$ cat config.mk
export PLATFORM = sky130hd
export DESIGN_NAME = mem_bus_arbiter
export DESIGN_NICKNAME = d
export VERILOG_FILES = /design/src/rtl/mem_bus_arbiter.sv
export SDC_FILE = /design/constraint.sdc
export NUM_CORES = 1
export LEC_CHECK = 0
export ABC_AREA = 1
export BUFFER_PORTS_ARGS = -buffer_cell sky130_fd_sc_hd__buf_2
export CORE_AREA = 2 2 133 135
export DETAILED_ROUTE_END_ITERATION = 6
export DIE_AREA = 0 0 135 137
export PLACE_DENSITY = 0.74
export SLEW_MARGIN = 10
export SYNTH_ARGS = -nofsm -noshare
export SYNTH_HDL_FRONTEND = slang
export SYNTH_SLANG_ARGS = --single-unit
$ cat constraint.sdc
create_clock -name clk -period 3.3 [get_ports clk]
set_clock_uncertainty 0.05 [all_clocks]
set_input_delay 0.33 -clock clk [delete_from_list [all_inputs] [get_ports clk]]
set_output_delay 0.33 -clock clk [all_outputs]
set_load 0.05 [all_outputs]
$ cat src/rtl/mem_bus_arbiter.sv
// N-port memory bus arbiter: round-robin or fixed-priority grant of one shared
// word-addressed memory port, with byte-lane writes and a per-transfer timeout.
module mem_bus_arbiter #(
  parameter int NUM_PORTS = 3,
  parameter int ADDR_W    = 30,
  parameter int DATA_W    = 32,
  parameter int PRIO_MODE = 0,
  parameter int TIMEOUT   = 255
) (
  input  logic                            clk,
  input  logic                            rst_n,
  input  logic [NUM_PORTS-1:0]            req_read,
  input  logic [NUM_PORTS*(DATA_W/8)-1:0] req_write,
  input  logic [NUM_PORTS*ADDR_W-1:0]     req_addr,
  input  logic [NUM_PORTS*DATA_W-1:0]     req_wdata,
  output logic [DATA_W-1:0]               req_rdata,
  output logic [NUM_PORTS-1:0]            req_ready,
  output logic [NUM_PORTS-1:0]            req_err,
  output logic                            mem_read,
  output logic [DATA_W/8-1:0]             mem_write,
  output logic [ADDR_W-1:0]               mem_addr,
  output logic [DATA_W-1:0]               mem_wdata,
  input  logic [DATA_W-1:0]               mem_rdata,
  input  logic                            mem_ready,
  output logic [$clog2(NUM_PORTS)-1:0]    grant_id,
  output logic                            busy
);

  localparam int BE_W = DATA_W / 8;
  localparam int IDW  = $clog2(NUM_PORTS);
  localparam int TW   = (TIMEOUT > 1) ? $clog2(TIMEOUT) : 1;
  localparam logic [TW-1:0]  TLIM    = (TIMEOUT > 0) ? TW'(TIMEOUT - 1) : '0;
  localparam logic [IDW-1:0] LAST_ID = IDW'(NUM_PORTS - 1);

  typedef enum logic [1:0] {IDLE, BUSY, DONE} state_t;

  state_t             state_q, state_d;
  logic [IDW-1:0]     rr_ptr_q, rr_ptr_d;
  logic [IDW-1:0]     grant_id_q, grant_id_d;
  logic [TW-1:0]      tcnt_q, tcnt_d;
  logic [DATA_W-1:0]  req_rdata_q, req_rdata_d;
  logic [NUM_PORTS-1:0] req_ready_q, req_ready_d;
  logic [NUM_PORTS-1:0] req_err_q, req_err_d;
  logic               mem_read_q, mem_read_d;
  logic [BE_W-1:0]    mem_write_q, mem_write_d;
  logic [ADDR_W-1:0]  mem_addr_q, mem_addr_d;
  logic [DATA_W-1:0]  mem_wdata_q, mem_wdata_d;
  logic               busy_q, busy_d;

  logic [NUM_PORTS-1:0] req_any;
  logic               found_hi, found_lo, found;
  logic [IDW-1:0]     win_hi, win_lo, win;
  logic [BE_W-1:0]    win_be;
  logic [ADDR_W-1:0]  win_addr;
  logic [DATA_W-1:0]  win_wdata;

  always_comb begin
    for (int unsigned i = 0; i < NUM_PORTS; i++) begin
      req_any[i] = req_read[i] | (|req_write[i*BE_W +: BE_W]);
    end
  end

  // Round-robin as two ascending scans: ports at/above rr_ptr first, then the
  // wrapped ones below it. Fixed priority routes every port into the low scan.
  always_comb begin
    found_hi = 1'b0;
    found_lo = 1'b0;
    win_hi   = '0;
    win_lo   = '0;
    for (int unsigned i = 0; i < NUM_PORTS; i++) begin
      if (req_any[i]) begin
        if ((PRIO_MODE == 0) && (IDW'(i) >= rr_ptr_q)) begin
          if (!found_hi) begin
            found_hi = 1'b1;
            win_hi   = IDW'(i);
          end
        end else if (!found_lo) begin
          found_lo = 1'b1;
          win_lo   = IDW'(i);
        end
      end
    end
    found = found_hi | found_lo;
    win   = found_hi ? win_hi : win_lo;
  end

  always_comb begin
    win_be    = '0;
    win_addr  = '0;
    win_wdata = '0;
    for (int unsigned i = 0; i < NUM_PORTS; i++) begin
      if (IDW'(i) == win) begin
        win_be    = req_write[i*BE_W +: BE_W];
        win_addr  = req_addr[i*ADDR_W +: ADDR_W];
        win_wdata = req_wdata[i*DATA_W +: DATA_W];
      end
    end
  end

  always_comb begin
    state_d     = state_q;
    rr_ptr_d    = rr_ptr_q;
    grant_id_d  = grant_id_q;
    tcnt_d      = tcnt_q;
    req_rdata_d = '0;
    req_ready_d = '0;
    req_err_d   = '0;
    mem_read_d  = mem_read_q;
    mem_write_d = mem_write_q;
    mem_addr_d  = mem_addr_q;
    mem_wdata_d = mem_wdata_q;
    busy_d      = busy_q;

    unique case (state_q)
      IDLE: begin
        if (found) begin
          state_d     = BUSY;
          grant_id_d  = win;
          mem_addr_d  = win_addr;
          mem_wdata_d = win_wdata;
          tcnt_d      = '0;
          busy_d      = 1'b1;
          // A write with req_read also set is still a write.
          if (win_be != '0) begin
            mem_write_d = win_be;
            mem_read_d  = 1'b0;
          end else begin
            mem_write_d = '0;
            mem_read_d  = 1'b1;
          end
        end
      end
      BUSY: begin
        tcnt_d = tcnt_q + 1'b1;
        if (mem_ready) begin
          state_d                 = DONE;
          mem_read_d              = 1'b0;
          mem_write_d             = '0;
          req_ready_d[grant_id_q] = 1'b1;
          if (mem_read_q) begin
            req_rdata_d = mem_rdata;
          end
        end else if ((TIMEOUT != 0) && (tcnt_q == TLIM)) begin
          state_d                 = DONE;
          mem_read_d              = 1'b0;
          mem_write_d             = '0;
          req_ready_d[grant_id_q] = 1'b1;
          req_err_d[grant_id_q]   = 1'b1;
        end
      end
      DONE: begin
        state_d     = IDLE;
        busy_d      = 1'b0;
        mem_read_d  = 1'b0;
        mem_write_d = '0;
        if (PRIO_MODE == 0) begin
          rr_ptr_d = (grant_id_q == LAST_ID) ? '0 : grant_id_q + 1'b1;
        end
      end
      default: begin
        state_d = IDLE;
      end
    endcase
  end

  always_ff @(posedge clk or negedge rst_n) begin
    if (!rst_n) begin
      state_q     <= IDLE;
      rr_ptr_q    <= '0;
      grant_id_q  <= '0;
      tcnt_q      <= '0;
      req_rdata_q <= '0;
      req_ready_q <= '0;
      req_err_q   <= '0;
      mem_read_q  <= 1'b0;
      mem_write_q <= '0;
      mem_addr_q  <= '0;
      mem_wdata_q <= '0;
      busy_q      <= 1'b0;
    end else begin
      state_q     <= state_d;
      rr_ptr_q    <= rr_ptr_d;
      grant_id_q  <= grant_id_d;
      tcnt_q      <= tcnt_d;
      req_rdata_q <= req_rdata_d;
      req_ready_q <= req_ready_d;
      req_err_q   <= req_err_d;
      mem_read_q  <= mem_read_d;
      mem_write_q <= mem_write_d;
      mem_addr_q  <= mem_addr_d;
      mem_wdata_q <= mem_wdata_d;
      busy_q      <= busy_d;
    end
  end

  assign req_rdata = req_rdata_q;
  assign req_ready = req_ready_q;
  assign req_err   = req_err_q;
  assign mem_read  = mem_read_q;
  assign mem_write = mem_write_q;
  assign mem_addr  = mem_addr_q;
  assign mem_wdata = mem_wdata_q;
  assign grant_id  = grant_id_q;
  assign busy      = busy_q;

  a_ready_onehot: assert property (@(posedge clk) disable iff (!rst_n) $onehot0(req_ready_q));
  a_err_with_ready: assert property (@(posedge clk) disable iff (!rst_n) (req_err_q & ~req_ready_q) == '0);
  a_strobe_excl: assert property (@(posedge clk) disable iff (!rst_n) !(mem_read_q && (mem_write_q != '0)));

endmodule

==> results.py, run 1 <==
metrics = {
    "pwr": {
        "vdd_drop_max_v": 0.000482,
        "power_uw": 8930,
        "leakagePower_uw": 0.00471,
        "p_per_area_nw_per_um2": 1060,
    },
    "timing": {
        "rsz0062_at_grt": "no",
        "setup_slack_ns": 0.605,
        "final-setup-viol-count": 0,
        "hold_viol": 0,
        "max_freq_ghz": 0.371,
        "drv_slew": 0,
        "period_needed_ns": 2.70,
        "tightest_slew_ns": 1.17,
        "relSlewSlack_pct": 21.5,
        "final.setup.tns_ns": 0,
        "timing.final.crit_share_pct": 81.7,
    },
    "worst_setup_path": {
        "start_kind": "flop",
        "r2r_end": "mem_addr[23]",
        "worst_path_largest_cell_delay_ns": 0.65,
        "r2r_slack_ns": 0.60,
        "worstSetupEndpointType": "flop",
        "path_buf_inv": 3,
        "cp.required_ns": 3.55,
        "path_depth": 11,
        "path_delay_family": "buffers and inverters",
        "crit_type": "reg -> reg",
        "crit_slowest_cell": "inv_2",
        "critPathCapture": "mem_addr[23]",
        "reg2reg_depth": 11,
        "crit_start": "rr_ptr_q[1]",
        "r2r-start": "rr_ptr_q[1]",
        "path_cells": "nor2_2 -> nand2_2 -> nand2_2 -> nor2_1 -> nand2_1 -> nand2_1 -> inv_2 -> buf_4 -> nand4_1 -> o21ai_1 -> inv_1",
        "arrival_ns": 2.94,
        "critPathMaxFanout": 51,
    },
    "synth": {
        "syn-num-nets": 1004,
        "yosys_warnings": 0,
        "yosys_most_used_dff": "dfrtp_1",
        "synth_cell_types": 34,
        "ys_async_sr_fraction_pct": 100,
        "ys_ff_latch": 120,
        "synth_edf_count": 0,
        "avgSynthCellArea_sq_um": 7.86,
        "synth.cell_area_sq_um": 5990,
        "netlist_instances": 762,
        "seq_area_frac_synth_pct": 50.2,
    },
    "global_routing": {
        "grt_pass1_vias": 5938,
        "grt_max_degree": 59,
        "track_usage_pct": 20.1,
        "grt_antenna_before_repair": 0,
        "grt-ovfl-total": 0,
        "grt_pass1_wl_microns": 29000,
    },
    "floorplanning": {
        "die-area_sq_um": 18500,
        "ioPinCount": 344,
        "coreArea_sq_um": 17100,
        "start_util_pct": 35.1,
        "dieHeight_microns": 137,
        "fp-row-count": 48,
        "fp.dieW_microns": 135,
    },
    "cts": {
        "numClockSinks": 120,
        "h-tree-depth": 4,
        "numCtsBuffers": 17,
        "cts_root_buffer": "clkbuf_16",
        "clk_pin_slew_worst_paths_ns": 0.06,
        "clock_latency_ns": 0.41,
        "cts_tree": "yes",
        "cts_buffer_depth": 2,
        "ctsResizeCount": 0,
    },
    "routing": {
        "drc": 0,
        "routed_via_density": 4.74,
        "dr.pass1.iters": 6,
        "avgRoutedWirePerCell_microns": 14.4,
        "totalWireLength_microns": 19100,
        "drt-initial-drc-count": 381,
        "vias": 6320,
        "ant_nets": 0,
    },
    "worst_hold_path": {
        "min_path_type": "in -> reg",
        "hold_path_depth": 3,
    },
    "finish": {
        "final_common_cell": "buf_2",
        "nNetsFinal": 1337,
        "finalInstanceArea_sq_um": 8410,
        "fill_cells": 1634,
        "final_util_pct": 49.3,
        "area_delta_synth_final_pct": 40.5,
        "antenna_cells": 0,
        "drive_gt1_share_pct": 36.0,
        "final_cell_mix": "buf_2 (342), nand2_1 (216), dfrtp_1 (120)",
    },
    "run_status": {
        "outcome": "finished, final reports clean",
    },
    "placed_design": {
        "dp_hpwl_microns": 14300,
        "placed_cell_area_sq_um": 7820,
        "place_ws_ns": 0.627,
        "gp_congestion": 0.864,
        "port_buffers": 343,
    },
    "flow_run": {
        "max-cap-violations": 0,
    },
}
-- cell type report --
class | instances | area [sq um] | share of cell area, %
clock buffers | 18 | 429 | 5.10
clock inverters | 14 | 148 | 1.76
inverters | 111 | 422 | 5.01
multi-input cells | 493 | 2330 | 27.7
flip-flops and latches | 120 | 3000 | 35.7
well taps | 225 | 282 | 3.35
repair buffers | 352 | 1800 | 21.4
-- worst min path at each step --
stage | from | endpoint
CTS | mem_rdata[10] | req_rdata[10]
finish | mem_rdata[10] | req_rdata[10]
floorplan | rst_n | busy
detailed placement | rst_n | mem_addr[5]
global route | mem_rdata[8] | req_rdata[8]
global placement | rst_n | mem_addr[5]
-- synth_stat cells (6+ instances only) --
master    instances  share of area [%]
o21ai_0          48                4.0
buf_2            16                1.3
dfrtp_1         120                 50
ha_1              6                1.3
nand2_1         216                 14
clkbuf_1          7               0.44
o21ai_1          40                3.3
inv_1           107                6.7
a21oi_1          20                1.7
buf_6             7                1.3
nand3_1          12                1.0
nor2_1           69                4.3
nand4_1          51                5.3
-- sequential cells by signal, summed over array words and instances (netlist names) --
signal	count
tcnt_q	8
req_rdata	32
grant_id	2
mem_wdata	32
state_q	2
busy	1
req_ready	3
mem_addr	30
req_err	3
mem_write	4
rr_ptr_q	2
mem_read	1
-- through the flow --
step                cells  hold WS (ns)
global route         1333        0.0475
CTS                  1333        0.0445
floorplan             762       -0.0156
global placement     1300         0.224
detailed placement   1300         0.225
finish               1333        0.0619
-- cell families after synthesis --
group / count (synthesis) / synth area share, %
fa+ha+maj: 6 / 1.25
simple gates: 368 / 27.1
flops: 120 / 50.2
buf+inv: 149 / 11.0
xor+xnor: 3 / 0.439
compound gates: 116 / 10.1
-- metal layers --
metal,GRT usage (%),share of wire [%],wire length [microns]
met3,5.59,8.5,1620
met1,23.9,41,7780
met2,34.9,49,9400
met5,0,0,0
met4,7.35,1.8,337
-- power breakdown --
group / leakage [uW] / internal, uW / switching [uW]
logic: 0.00292 / 1190 / 3650
clock network: 0.000281 / 1110 / 699
registers: 0.00150 / 1990 / 282
total: 0.00471 / 4290 / 4630
-- worst min-delay path, cell delays in order --
cell and delay [ns]:
buf_2 0.09, inv_1 0.04, nor2_1 0.03
-- repair_timing --
| action | CTS | global route |
|---|---|---|
| endpoints found under the hold margin | 25 | 0 |
| hold buffers | 1 | 0 |
| buffers inserted | 0 | 0 |
Note: power is estimated with default switching activity, not from simulation.
==> run 2, diff against run 1 <==
--- a/config.mk
+++ b/config.mk
@@ -5,12 +5,12 @@
 export SDC_FILE = /design/constraint.sdc
 export NUM_CORES = 1
 export LEC_CHECK = 0
-export ABC_AREA = 1
+export ABC_AREA = 0
 export BUFFER_PORTS_ARGS = -buffer_cell sky130_fd_sc_hd__buf_2
-export CORE_AREA = 2 2 133 135
+export CORE_AREA = 2 2 132 134
 export DETAILED_ROUTE_END_ITERATION = 6
-export DIE_AREA = 0 0 135 137
-export PLACE_DENSITY = 0.74
+export DIE_AREA = 0 0 134 136
+export PLACE_DENSITY = 0.8
 export SLEW_MARGIN = 10
 export SYNTH_ARGS = -nofsm -noshare
 export SYNTH_HDL_FRONTEND = slang
==> constraint.sdc (replaced) <==
create_clock -name clk -period 2.3 [get_ports clk]
set_clock_uncertainty 0.05 [all_clocks]
set_input_delay 0.23 -clock clk [delete_from_list [all_inputs] [get_ports clk]]
set_output_delay 0.23 -clock clk [all_outputs]
set_load 0.05 [all_outputs]
==> run 2 against run 1 <==
Against the previous run: final cell count is 0.60% lower; core utilization is 6.6 points higher; synthesized area rose by 6.3%; hold slack got worse by 0.031 ns; largest cell class unchanged; power up 50%; combinational power increased by 57%; clock-buffer cell count did not move; via count grew 12%; fmax rose by 30%.
==> results.py, run 2 <==
metrics = {
    "run_status": {
        "outcome": "finished, final reports clean",
    },
    "routing": {
        "totalWireLength_microns": 22800,
        "dr.pass1.iters": 5,
        "vias": 7109,
        "routed_via_density": 5.37,
        "drc": 0,
        "ant_nets": 0,
        "drt-initial-drc-count": 422,
        "avgRoutedWirePerCell_microns": 17.2,
    },
    "synth": {
        "ys_async_sr_fraction_pct": 100,
        "synth_edf_count": 0,
        "yosys_warnings": 0,
        "seq_area_frac_synth_pct": 47.2,
        "yosys_most_used_dff": "dfrtp_1",
        "yosys.area.top_type_share_pct": 47.2,
        "ys_ff_latch": 120,
        "syn-num-nets": 958,
        "synth.most_common_cell": "o21ai_0",
        "yosys-top-cells-area": "dfrtp_1 (47%), o21ai_0 (11%), a211oi_1 (7.4%), a41oi_1 (6.3%), inv_1 (4.3%)",
        "synth.cell_area_sq_um": 6360,
        "avgSynthCellArea_sq_um": 8.89,
        "synth_cell_types": 46,
        "yosysTopAreaCell": "dfrtp_1",
        "synth_commonest_cells": "o21ai_0 (134), dfrtp_1 (120), inv_1 (73)",
        "netlist_instances": 716,
    },
    "timing": {
        "drv_slew": 0,
        "rsz0062_at_grt": "no",
        "final.setup.tns_ns": 0,
        "setup_slack_ns": 0.222,
        "hold_viol": 0,
        "tightest_slew_ns": 0.664,
        "period_needed_ns": 2.08,
        "timing.final.crit_share_pct": 90.4,
        "relSlewSlack_pct": 55.8,
        "holdWs_ns": 0.0308,
        "max_freq_ghz": 0.481,
        "final-setup-viol-count": 0,
    },
    "floorplanning": {
        "die-area_sq_um": 18200,
        "ioPinCount": 344,
        "coreArea_sq_um": 16900,
        "fp.dieW_microns": 134,
        "start_util_pct": 37.7,
        "dieHeight_microns": 136,
        "fp-row-count": 48,
    },
    "worst_setup_path": {
        "crit_slowest_cell": "or4_1",
        "path_cells": "inv_1 -> ha_1 -> or2_2 -> o211ai_1 -> buf_4 -> or4_1 -> a21oi_1",
        "critPathMaxFanout": 11,
        "crit_start": "state_q[0]",
        "start_kind": "flop",
        "worstSetupEndpointType": "flop",
        "cp.required_ns": 2.58,
        "r2r-start": "state_q[0]",
        "arrival_ns": 2.36,
        "worst_path_largest_cell_delay_ns": 0.47,
        "crit_type": "reg -> reg",
    },
    "cts": {
        "numClockSinks": 120,
        "cts_tree": "yes",
        "clock_latency_ns": 0.41,
        "cts_buffer_depth": 2,
        "h-tree-depth": 4,
        "numCtsBuffers": 17,
        "clk_pin_slew_worst_paths_ns": 0.06,
        "cts_root_buffer": "clkbuf_16",
    },
    "finish": {
        "final_util_pct": 55.9,
        "final_common_cell": "buf_2",
        "final_cell_mix": "buf_2 (342), o21ai_0 (133), dfrtp_1 (120)",
        "final_cells": 1325,
        "area_delta_synth_final_pct": 48.4,
        "nNetsFinal": 1329,
        "drive_gt1_share_pct": 39.3,
        "antenna_cells": 0,
    },
    "placed_design": {
        "port_buffers": 343,
        "place_ws_ns": -0.0144,
        "dp_hpwl_microns": 16000,
        "gp_congestion": 0.866,
        "dp.cells": 1263,
    },
    "pwr": {
        "vdd_drop_max_v": 0.000932,
        "p_per_area_nw_per_um2": 1410,
        "leakagePower_uw": 0.00485,
    },
    "global_routing": {
        "grt_max_degree": 121,
        "grt_pass1_wl_microns": 35300,
        "grt_antenna_before_repair": 1,
        "grt_pass1_vias": 7012,
        "grt-ovfl-total": 0,
        "track_usage_pct": 24.7,
    },
    "worst_hold_path": {
        "worstHoldStart": "mem_rdata[23]",
        "min_path_type": "in -> reg",
    },
    "flow_run": {
        "max-cap-violations": 0,
    },
}
-- run 2: cell types whose count changed after synthesis, moves of 44 or more --
cell	delta
nand2_1	-144
o21ai_0	+86
a41oi_1	+46
a211oi_1	+63
nand4_1	-44
nor2_1	-56
-- run 2: where the power goes --
part / internal (uW) / switching [uW]
Sequential: 2830 / 412
Combinational: 2380 / 5220
Clock: 1490 / 1010
Total: 6700 / 6640
-- run 2: cell families after synthesis --
kind of cell | synth area share (%)
buffers and inverters | 8.83
AO/OA/AOI/OAI | 30.1
multiplexers | 0.334
flip-flops | 47.2
AND/OR/NAND/NOR | 12.3
adder cells (fa/ha/maj) | 1.18
-- run 2: final timing paths --
kind                            depth (start not counted)  slack (ns)       endpoint
min in group asynchronous                               3        0.40       mem_read
worst min-delay path                                    2        0.03  req_rdata[23]
max in group asynchronous                               3        1.28   mem_addr[18]
worst min register to register                          2        0.42   mem_addr[12]
worst max-delay path                                    7        0.22      tcnt_q[5]
worst max register to register                          7        0.22      tcnt_q[5]
-- run 2: per-stage QoR --
| stage | power, uW | instance area, sq um |
|---|---|---|
| finish | 13300 | 9440 |
| global placement | 10700 | 8580 |
| detailed placement | 10800 | 8580 |
| CTS | 13400 | 9430 |
| floorplan | 8420 | 6360 |
| global route | 14200 | 9440 |
-- run 2: cell type report --
type	instances	area [sq um]
inverters	73	274
flip-flops and latches	120	3000
well taps	225	282
clock inverters	14	126
clock buffers	18	429
fillers	1499	7440
repair buffers	416	2490
multi-input cells	459	2830
-- run 2: metal layers --
metal / wire, microns / vias up / track usage (%)
li1: - / 3345 / -
met1: 8640 / 3345 / 27.9
met5: 0 / - / 0
met2: 11300 / 373 / 43.0
met4: 871 / 0 / 12.0
met3: 1920 / 46 / 7.01
-- run 2: what timing repair did --
item	in CTS	in global routing
hold buffers	29	1
buffers inserted	0	0
gates resized for setup	0	0
setup endpoints to repair	0	0
endpoints found under the hold margin	148	1
-- run 2: worst max-delay path: cells and delay by family (launching register included) --
family                     cells  cell delay [ns]
adders and majority gates      1             0.34
AOI/OAI and AO/OA              2             0.25
buffers and inverters          2             0.27
DFF                            1             0.41
and+or+nand+nor                2             0.66
==> run 3, diff against run 2 <==
--- a/config.mk
+++ b/config.mk
@@ -10,7 +10,7 @@
 export CORE_AREA = 2 2 132 134
 export DETAILED_ROUTE_END_ITERATION = 6
 export DIE_AREA = 0 0 134 136
-export PLACE_DENSITY = 0.8
+export PLACE_DENSITY = 0.78
 export SLEW_MARGIN = 10
 export SYNTH_ARGS = -nofsm -noshare
 export SYNTH_HDL_FRONTEND = slang
==> constraint.sdc (replaced) <==
create_clock -name clk -period 2.6 [get_ports clk]
set_clock_uncertainty 0.05 [all_clocks]
set_input_delay 0.26 -clock clk [delete_from_list [all_inputs] [get_ports clk]]
set_output_delay 0.26 -clock clk [all_outputs]
set_load 0.05 [all_outputs]
==> run 3 against run 2 <==
Against the previous run: sequential power down 10%; setup slack gained 0.29 ns; non-clock buffer count is 38 lower; clock power is 8.8% lower; critical path type unchanged; largest power group unchanged.
==> results.py, run 3 (synthesized netlist as in run 2, its figures left out) <==
metrics = {
    "pwr": {
        "p_per_area_nw_per_um2": 1290,
        "leakagePower_uw": 0.00468,
        "switchingPower_uw": 5830,
        "vdd_drop_max_v": 0.000660,
        "sequentialPowerShare_pct": 24.7,
        "switching_share_pct": 49.5,
        "combPwrFrac_pct": 56.0,
        "p_clk_share_pct": 19.4,
        "cell_internal_pwr_uw": 5930,
    },
    "floorplanning": {
        "die-area_sq_um": 18200,
        "fp.dieW_microns": 134,
        "coreArea_sq_um": 16900,
        "fp-row-count": 48,
        "ioPinCount": 344,
        "dieHeight_microns": 136,
        "start_util_pct": 37.7,
    },
    "global_routing": {
        "busiest_layer": "met2",
        "grt_antenna_before_repair": 2,
        "grt_pass1_wl_microns": 35200,
        "use_met1_pct": 29.5,
        "grt_pass1_vias": 6959,
        "met2_usage_pct": 41.8,
        "track_usage_pct": 24.7,
        "grt-ovfl-total": 0,
        "use_met3_pct": 6.38,
        "grt_max_degree": 61,
    },
    "finish": {
        "final_cells": 1287,
        "area_delta_synth_final_pct": 43.4,
        "final_cell_mix": "buf_2 (342), o21ai_0 (133), dfrtp_1 (120)",
        "drive_gt1_share_pct": 39.2,
        "final_common_cell": "buf_2",
        "nNetsFinal": 1291,
    },
    "timing": {
        "drv_slew": 0,
        "period_needed_ns": 2.08,
        "final-setup-viol-count": 0,
        "final.setup.tns_ns": 0,
        "hold_viol": 0,
        "max_freq_ghz": 0.480,
        "tightest_slew_ns": 0.698,
        "timing.final.crit_share_pct": 80.2,
        "relSlewSlack_pct": 53.3,
        "rsz0062_at_grt": "no",
    },
    "worst_setup_path": {
        "crit_start": "rr_ptr_q[0]",
        "cp.required_ns": 2.81,
        "critPathMaxFanout": 34,
        "crit_type": "reg -> reg",
        "worstSetupEndpointType": "flop",
        "start_kind": "flop",
        "r2r-start": "rr_ptr_q[0]",
        "arrival_ns": 2.30,
        "r2r_slack_ns": 0.52,
    },
    "cts": {
        "cts_tree": "yes",
        "clk_pin_slew_worst_paths_ns": 0.06,
        "numCtsBuffers": 17,
        "h-tree-depth": 4,
        "cts_root_buffer": "clkbuf_16",
        "cts_buffer_depth": 2,
        "clock_latency_ns": 0.41,
        "numClockSinks": 120,
    },
    "routing": {
        "drt-initial-drc-count": 443,
        "dr.pass1.iters": 5,
        "routed_via_density": 5.38,
        "ant_nets": 0,
        "totalWireLength_microns": 22400,
        "vias": 6928,
        "avgRoutedWirePerCell_microns": 17.4,
        "drc": 0,
    },
    "placed_design": {
        "gp_congestion": 0.935,
        "dp.cells": 1247,
        "port_buffers": 343,
        "dp_hpwl_microns": 16300,
    },
    "flow_run": {
        "max-cap-violations": 0,
    },
    "worst_hold_path": {
        "worstHoldStart": "mem_rdata[21]",
        "min_path_type": "in -> reg",
    },
    "run_status": {
        "outcome": "finished, final reports clean",
    },
}
run 3: critical path: stages, from the launching register on:
cell and delay (ns):
dfrtp_1 0.41, nand2b_1 0.22, a21o_2 0.30, and4_2 0.30
buf_12 0.18, a211oi_1 0.31, o21ai_0 0.15
run 3: per-stage QoR:
stage	total power [uW]	hold WS, ns	utilization, %	cell area, sq um	setup slack (ns)
5_1_grt	12500	0.00743	54.1	9130	0.376
4_1_cts	11800	0.000496	54.0	9110	0.544
3_3_place_gp	9380	0.194	50.2	8460	0.320
2_1_floorplan	7440	-0.0856	-	6360	0.647
6_report	11800	0.00868	54.1	9130	0.516
3_5_place_dp	9490	0.199	50.2	8460	0.199
run 3: per-layer routing:
| layer | routed length [microns] | up-vias |
|---|---|---|
| li1 | - | 3251 |
| met1 | 8640 | 3230 |
| met2 | 10900 | 389 |
| met3 | 1960 | 58 |
| met4 | 895 | 0 |
| met5 | 0 | - |
run 3: what timing repair did:
action / 4_1_cts / 5_1_grt
hold buffers: 7 / 1
setup buffers: 0 / 0
endpoints found under the hold margin: 39 / 1
gates resized for setup: 0 / 0
run 3: layout make-up:
type | count | area [sq um]
Antenna cell | 2 | 5.00
Clock buffer | 23 | 508
Clock inverter | 7 | 67.6
Fill cell | 1566 | 7750
Inverter | 73 | 274
Multi-Input combinational cell | 459 | 2830
Sequential cell | 120 | 3000
Tap cell | 225 | 282
Timing Repair Buffer | 378 | 2150
run 3: path summary, 6_finish.rpt:
kind | to | cells after the start
max in group asynchronous | mem_wdata[16] | 3
min in group asynchronous | req_ready[1] | 2
worst max register to register | mem_wdata[31] | 6
worst min-delay path | req_rdata[21] | 2
worst max-delay path | mem_wdata[31] | 6
worst min register to register | mem_addr[23] | 2
run 3: power by group through the flow:
| stage | Combinational, uW | Sequential [uW] | Clock [uW] |
|---|---|---|---|
| 6_report | 6580 | 2900 | 2280 |
| 2_1_floorplan | 2680 | 4760 | 0 |
| 3_5_place_dp | 6580 | 2900 | 0 |
| 5_1_grt | 7130 | 2970 | 2430 |
| 4_1_cts | 6590 | 2900 | 2320 |
| 3_3_place_gp | 6480 | 2900 | 0 |
